--- config.mk ---
export PLATFORM = sky130hd
export DESIGN_NAME = buf_inv_pipe_flat
export DESIGN_NICKNAME = d
export VERILOG_FILES = /design/src/rtl/buf_inv_pkg.sv /design/src/rtl/buf_inv_pipe_if.sv /design/src/rtl/buf_inv_pipe_stage.sv /design/src/rtl/buf_inv_pipe.sv /design/src/flat_wrapper.sv
export SDC_FILE = /design/constraint.sdc
export NUM_CORES = 1
export LEC_CHECK = 0
export ABC_AREA = 1
export CAP_MARGIN = 25
export CORE_MARGIN = 3
export CORE_UTILIZATION = 44
export CTS_BUF_LIST = sky130_fd_sc_hd__clkbuf_4 sky130_fd_sc_hd__clkbuf_8
export CTS_CLUSTER_SIZE = 25
export DETAILED_ROUTE_END_ITERATION = 16
export PLACE_DENSITY = 0.69
export SYNTH_ARGS = -nofsm -noshare
export SYNTH_HDL_FRONTEND = slang
export SYNTH_HIERARCHICAL = 1
export SYNTH_SLANG_ARGS = --single-unit
--- constraint.sdc ---
create_clock -name clk -period 1.5 [get_ports clk]
set_clock_uncertainty 0.1 [all_clocks]
set_input_delay 0.15 -clock clk [delete_from_list [all_inputs] [get_ports clk]]
set_output_delay 0.15 -clock clk [all_outputs]
set_load 0.01 [all_outputs]
--- src/rtl/buf_inv_pkg.sv ---
// Shared types and helpers for the buf_inv_pipe lane transform pipeline.
package buf_inv_pkg;

  typedef enum logic [1:0] {
    MODE_BUF  = 2'b00,
    MODE_NOT  = 2'b01,
    MODE_ZERO = 2'b10,
    MODE_HOLD = 2'b11
  } mode_e;

  // Per-bit form of the lane transform so it stays independent of the lane width.
  function automatic logic xform_bit(input mode_e mode, input logic din, input logic last);
    case (mode)
      MODE_BUF:  return din;
      MODE_NOT:  return ~din;
      MODE_ZERO: return 1'b0;
      default:   return last;
    endcase
  endfunction

  function automatic int sel_width(input int n);
    return (n > 1) ? $clog2(n) : 1;
  endfunction

endpackage

--- src/rtl/buf_inv_pipe_if.sv ---
// Producer/consumer/mode-programming bundle for buf_inv_pipe.
interface buf_inv_pipe_if
  import buf_inv_pkg::*;
#(
  parameter int WIDTH    = 8,
  parameter int CHANNELS = 4
);
  localparam int CHW = sel_width(CHANNELS);

  logic                      in_valid;
  logic                      in_ready;
  logic [CHANNELS*WIDTH-1:0] in_data;
  logic                      mode_we;
  logic [CHW-1:0]            mode_ch;
  logic [1:0]                mode_val;
  logic                      out_valid;
  logic                      out_ready;
  logic [CHANNELS*WIDTH-1:0] out_data;

  modport master (
    output in_valid, in_data, mode_we, mode_ch, mode_val, out_ready,
    input  in_ready, out_valid, out_data
  );

  modport slave (
    input  in_valid, in_data, mode_we, mode_ch, mode_val, out_ready,
    output in_ready, out_valid, out_data
  );
endinterface

--- src/rtl/buf_inv_pipe_stage.sv ---
// One elastic valid/ready register stage; data only changes when a new beat loads.
module pipe_stage #(
  parameter int DW = 8
) (
  input  logic          clk,
  input  logic          rstn,
  input  logic          in_valid,
  output logic          in_ready,
  input  logic [DW-1:0] in_data,
  output logic          out_valid,
  input  logic          out_ready,
  output logic [DW-1:0] out_data
);
  logic          valid_q, valid_d;
  logic [DW-1:0] data_q, data_d;

  assign in_ready  = !valid_q || out_ready;
  assign out_valid = valid_q;
  assign out_data  = data_q;

  always_comb begin
    valid_d = valid_q;
    data_d  = data_q;
    if (in_ready) begin
      valid_d = in_valid;
      // Leave data untouched on bubbles so an empty output keeps its last value.
      if (in_valid) data_d = in_data;
    end
  end

  always_ff @(posedge clk or negedge rstn) begin
    if (!rstn) begin
      valid_q <= 1'b0;
      data_q  <= '0;
    end else begin
      valid_q <= valid_d;
      data_q  <= data_d;
    end
  end
endmodule

--- src/rtl/buf_inv_pipe.sv ---
// Multi-lane programmable buffer/inverter feeding a DEPTH-stage elastic pipeline.
module buf_inv_pipe
  import buf_inv_pkg::*;
#(
  parameter int WIDTH    = 8,
  parameter int CHANNELS = 4,
  parameter int DEPTH    = 2
) (
  input logic          clk,
  input logic          rstn,
  buf_inv_pipe_if.slave bus
);
  localparam int LW = CHANNELS * WIDTH;

  mode_e                  mode_q [CHANNELS];
  mode_e                  mode_d [CHANNELS];
  logic [WIDTH-1:0]       last_q [CHANNELS];
  logic [WIDTH-1:0]       last_d [CHANNELS];
  logic [LW-1:0]          xform_data;
  logic                   accept;
  logic [DEPTH:0]         stg_valid;
  logic [DEPTH:0]         stg_ready;
  logic [DEPTH:0][LW-1:0] stg_data;

  assign accept = bus.in_valid && bus.in_ready;

  for (genvar gi = 0; gi < CHANNELS; gi++) begin : g_lane
    for (genvar gb = 0; gb < WIDTH; gb++) begin : g_bit
      assign xform_data[gi*WIDTH + gb] =
        xform_bit(mode_q[gi], bus.in_data[gi*WIDTH + gb], last_q[gi][gb]);
    end
  end

  // The beat accepted this edge sees mode_q, so a coincident write only affects later beats.
  always_comb begin
    for (int k = 0; k < CHANNELS; k++) begin
      mode_d[k] = mode_q[k];
      last_d[k] = last_q[k];
      if (accept) last_d[k] = xform_data[k*WIDTH +: WIDTH];
      if (bus.mode_we && int'(bus.mode_ch) == k) mode_d[k] = mode_e'(bus.mode_val);
    end
  end

  always_ff @(posedge clk or negedge rstn) begin
    if (!rstn) begin
      for (int k = 0; k < CHANNELS; k++) begin
        mode_q[k] <= MODE_BUF;
        last_q[k] <= '0;
      end
    end else begin
      for (int k = 0; k < CHANNELS; k++) begin
        mode_q[k] <= mode_d[k];
        last_q[k] <= last_d[k];
      end
    end
  end

  assign stg_valid[0]     = bus.in_valid;
  assign stg_data[0]      = xform_data;
  assign bus.in_ready     = stg_ready[0];
  assign stg_ready[DEPTH] = bus.out_ready;
  assign bus.out_valid    = stg_valid[DEPTH];
  assign bus.out_data     = stg_data[DEPTH];

  for (genvar gi = 0; gi < DEPTH; gi++) begin : g_stage
    pipe_stage #(.DW(LW)) u_stage (
      .clk       (clk),
      .rstn      (rstn),
      .in_valid  (stg_valid[gi]),
      .in_ready  (stg_ready[gi]),
      .in_data   (stg_data[gi]),
      .out_valid (stg_valid[gi+1]),
      .out_ready (stg_ready[gi+1]),
      .out_data  (stg_data[gi+1])
    );
  end
endmodule

--- src/flat_wrapper.sv ---
// flat-port wrapper written by rule: the top's interface ports become plain ports
module buf_inv_pipe_flat import buf_inv_pkg::*;
#(
  parameter int WIDTH    = 8,
  parameter int CHANNELS = 4,
  parameter int DEPTH    = 2
)
  (clk, rstn, bus_in_valid, bus_in_data, bus_mode_we, bus_mode_ch, bus_mode_val, bus_out_ready, bus_in_ready, bus_out_valid, bus_out_data);
  buf_inv_pipe_if #(.WIDTH(WIDTH), .CHANNELS(CHANNELS)) bus_i ();
  input logic clk;
  input logic rstn;
  input wire logic [$bits(bus_i.in_valid)-1:0] bus_in_valid;
  input wire logic [$bits(bus_i.in_data)-1:0] bus_in_data;
  input wire logic [$bits(bus_i.mode_we)-1:0] bus_mode_we;
  input wire logic [$bits(bus_i.mode_ch)-1:0] bus_mode_ch;
  input wire logic [$bits(bus_i.mode_val)-1:0] bus_mode_val;
  input wire logic [$bits(bus_i.out_ready)-1:0] bus_out_ready;
  output wire logic [$bits(bus_i.in_ready)-1:0] bus_in_ready;
  output wire logic [$bits(bus_i.out_valid)-1:0] bus_out_valid;
  output wire logic [$bits(bus_i.out_data)-1:0] bus_out_data;
  assign bus_i.in_valid = bus_in_valid;
  assign bus_i.in_data = bus_in_data;
  assign bus_i.mode_we = bus_mode_we;
  assign bus_i.mode_ch = bus_mode_ch;
  assign bus_i.mode_val = bus_mode_val;
  assign bus_i.out_ready = bus_out_ready;
  assign bus_in_ready = bus_i.in_ready;
  assign bus_out_valid = bus_i.out_valid;
  assign bus_out_data = bus_i.out_data;
  buf_inv_pipe #(.WIDTH(WIDTH), .CHANNELS(CHANNELS), .DEPTH(DEPTH)) u_core (.clk(clk), .rstn(rstn), .bus(bus_i));
endmodule
==> run summary <==
Via density = 5.08
# nets final = 759
H-tree levels = 3
P_leak = 3.39 nW
Die W = 116 µm
CTS buffer count = 9
# clock sinks = 106
post-synthesis sequential area ratio = 50.3%
area grow syn2layout = 18.5%
Register Area = 0.00266 mm²
count of pins over their slew limit = 0
Slew @ Worst Pin = 0.571 ns
clk root buf = clkbuf_8
WP data arrival = 1.57 ns
highest clock rate = 712 MHz
vias in the first global route = 4195
Max Cap Viol = 0
final worst-path cycle share = 93.6%
final instance count without filler cells = 865
Avg WL per Cell = 13.5 µm
antenna cell count = 0
final hold vios = 0
row count = 39
setup violators final = 0
RSZ-0062 raised after global routing = false
die height = 116 µm
IO Port Bufs = 74
Worst path slowest cell = dfrtp_2
pre-CTS WS = -0.273 ns
Syn Inst Count = 650
HPWL after DPL = 8280 µm
die area = 0.0133 mm²
worst skew pair latency = 0.36 ns
Clock Path Buffers = 2
post-synth cell types = 20
first drt pass iteration count = 4
Hold Path Class = primary input to asynchronous set/reset pin
share of cells above drive strength 1 = 8.73%
DP Cell Count = 849
commonest non-fill, non-tap cell in the layout = nand2_1
GRT Residual Overflow = 0
multiplexer share of the synthesized area = 0%
Crit Path Max Fanout = 10
crit path launch type = flip-flop
Reg-to-Reg Start = u_core/mode_q[0]
Starting Density = 45.6%
CP Launch Point = u_core/mode_q[0]
CP Cell Sequence = inv_1, nand2_1, and3_1, nand3_1, nand2_1
clk slew on worst S/H paths = 0.10 ns
Worst path most repeated cell = nand2_1
DR DRC count = 0
slowest stage delay, CP = 0.50 ns
routed vias = 4398
final worst setup slack = 0.0955 ns
Slew HR = 62.0%
pin count of the biggest net entering global routing = 107
Total Routing Usage GR = 18.6%
Syn Area/Cell = 8.12 µm²
Synth top area share = 50.3%
final core utilization = 54.1%
largest family of logic cells by synthesized area = simple AND/OR/NAND/NOR gates
status = finished clean
fillcell total = 1054
top cell type by total area after synthesis = dfrtp_1
first-pass GRT wire length = 20100 µm
Yosys reg bits = 106
Post-Synth Adder-Cell Area = 0%
YS warnings = 6
synthesized cell area = 0.00528 mm²
Synth Area in XOR/XNOR = 0%
WP data required = 1.66 ns
Synth area leaders = dfrtp_1 (50%), nand2_1 (21%), nand3_1 (9.5%)
maximum VDD drop = 468 µV
DR iter-0 viols = 325
Synth Area in Compound Gates = 0.759%
critical path capture point type = flip-flop
simple logic cell fraction of the synthesized area = 39.6%
WHS = 0.261 ns
CORE AREA = 0.0116 mm²
accumulated negative setup slack = 0 ns
Worst Path Class, Setup = flip-flop to flip-flop
initial antenna violation count = 0
Syn Nets = 691
commonest non-fill, non-tap cells in the layout = nand2_1 (290), dfrtp_1 (101), nand3_1 (100), clkdlybuf4s50_1 (39), dlygate4sd2_1 (33)
CTS tree = done
P per Cell Area = 1380 mW/mm²
RD Place Congestion = 0.847
Min Clock Period, post-route = 1.40 ns
top-level I/O count = 75
Detail Route Antenna Nets = 0
final WL = 11700 µm
Multi-input gate area = 0.00215 mm²
final cells by class:
class                   instances  share of cell area [%]
flip-flops and latches        106                    42.5
repair buffers                 95                    14.5
inverters                      38                    2.70
clock buffers                  10                    2.10
clock inverters                 5                    1.02
multi-input cells             468                    34.3
well taps                     143                    2.86
stage by stage:
step                power (mW)  instance area (µm²)
floorplan                 5.93                 5310
detailed placement        7.13                 6070
global placement          7.02                 6070
finish                    8.62                 6250
global route              9.28                 6250
CTS                       8.71                 6240
what timing repair did:
action / in CTS / in global routing
resized for setup: 36 / 8
buffers inserted: 0 / 0
hold endpoints to repair: 106 / 0
setup endpoints to repair: 35 / 32
hold buffers: 1 / 0
registers in the layout, summed over array words and instances (netlist names):
signal	flops
u_core/last_q	32
u_core/mode_q	8
u_core/g_stage.u_stage/out_valid	2
u_core/g_stage.u_stage/out_data	64
layer usage:
layer	part of all wire, %	track usage [%]
met5	0	0
met4	1.7	6.57
met3	3.7	3.03
met2	44	27.9
met1	50	27.4
power by group:
group	total [mW]	leakage, nW	switching, mW	internal [mW]
logic	2.66	1.96	1.53	1.14
clock network	1.78	0.0968	0.979	0.798
registers	4.18	1.34	0.522	3.66
total	8.62	3.39	3.03	5.59
final timing paths:
check | endpoint | slack (ns) | cells after the start
worst min-delay path | u_core/g_stage[1].u_stage/out_data[11] | 0.26 | 3
min in group clk | u_core/mode_q[1] | 0.32 | 3
worst max register to register | u_core/g_stage[0].u_stage/out_data[27] | 0.1 | 5
max in group asynchronous | u_core/mode_q[5] | 0.55 | 3
worst max-delay path | u_core/g_stage[0].u_stage/out_data[27] | 0.1 | 5
worst min register to register | u_core/g_stage[1].u_stage/out_data[27] | 0.37 | 2
worst max-delay path, delay by kind of cell (launching register included):
kind          cells  cell delay, ns
flops             1            0.50
simple gates      4            0.46
buf+inv           1            0.25
cell families after synthesis:
| kind of cell | Yosys count |
|---|---|
| AND/OR/NAND/NOR | 460 |
| flip-flops | 106 |
| AO/OA/AOI/OAI | 8 |
| buffers and inverters | 76 |
synthesized netlist by cell type:
| library cell | number |
|---|---|
| nand3_2 | 8 |
| nand3b_1 | 8 |
| and3_1 | 24 |
| buf_2 | 9 |
| nor2_4 | 1 |
| nand4_1 | 24 |
| buf_6 | 16 |
| inv_2 | 1 |
| buf_4 | 10 |
| nand2_2 | 1 |
| inv_1 | 33 |
| o21ai_0 | 8 |
| nand2_4 | 4 |
| nand3_1 | 100 |
| nand2_1 | 290 |
| clkbuf_8 | 1 |
| inv_6 | 4 |
| dlymetal6s2s_1 | 1 |
| dfrtp_1 | 106 |
| clkbuf_1 | 1 |
(Power assumes the default switching activity.)
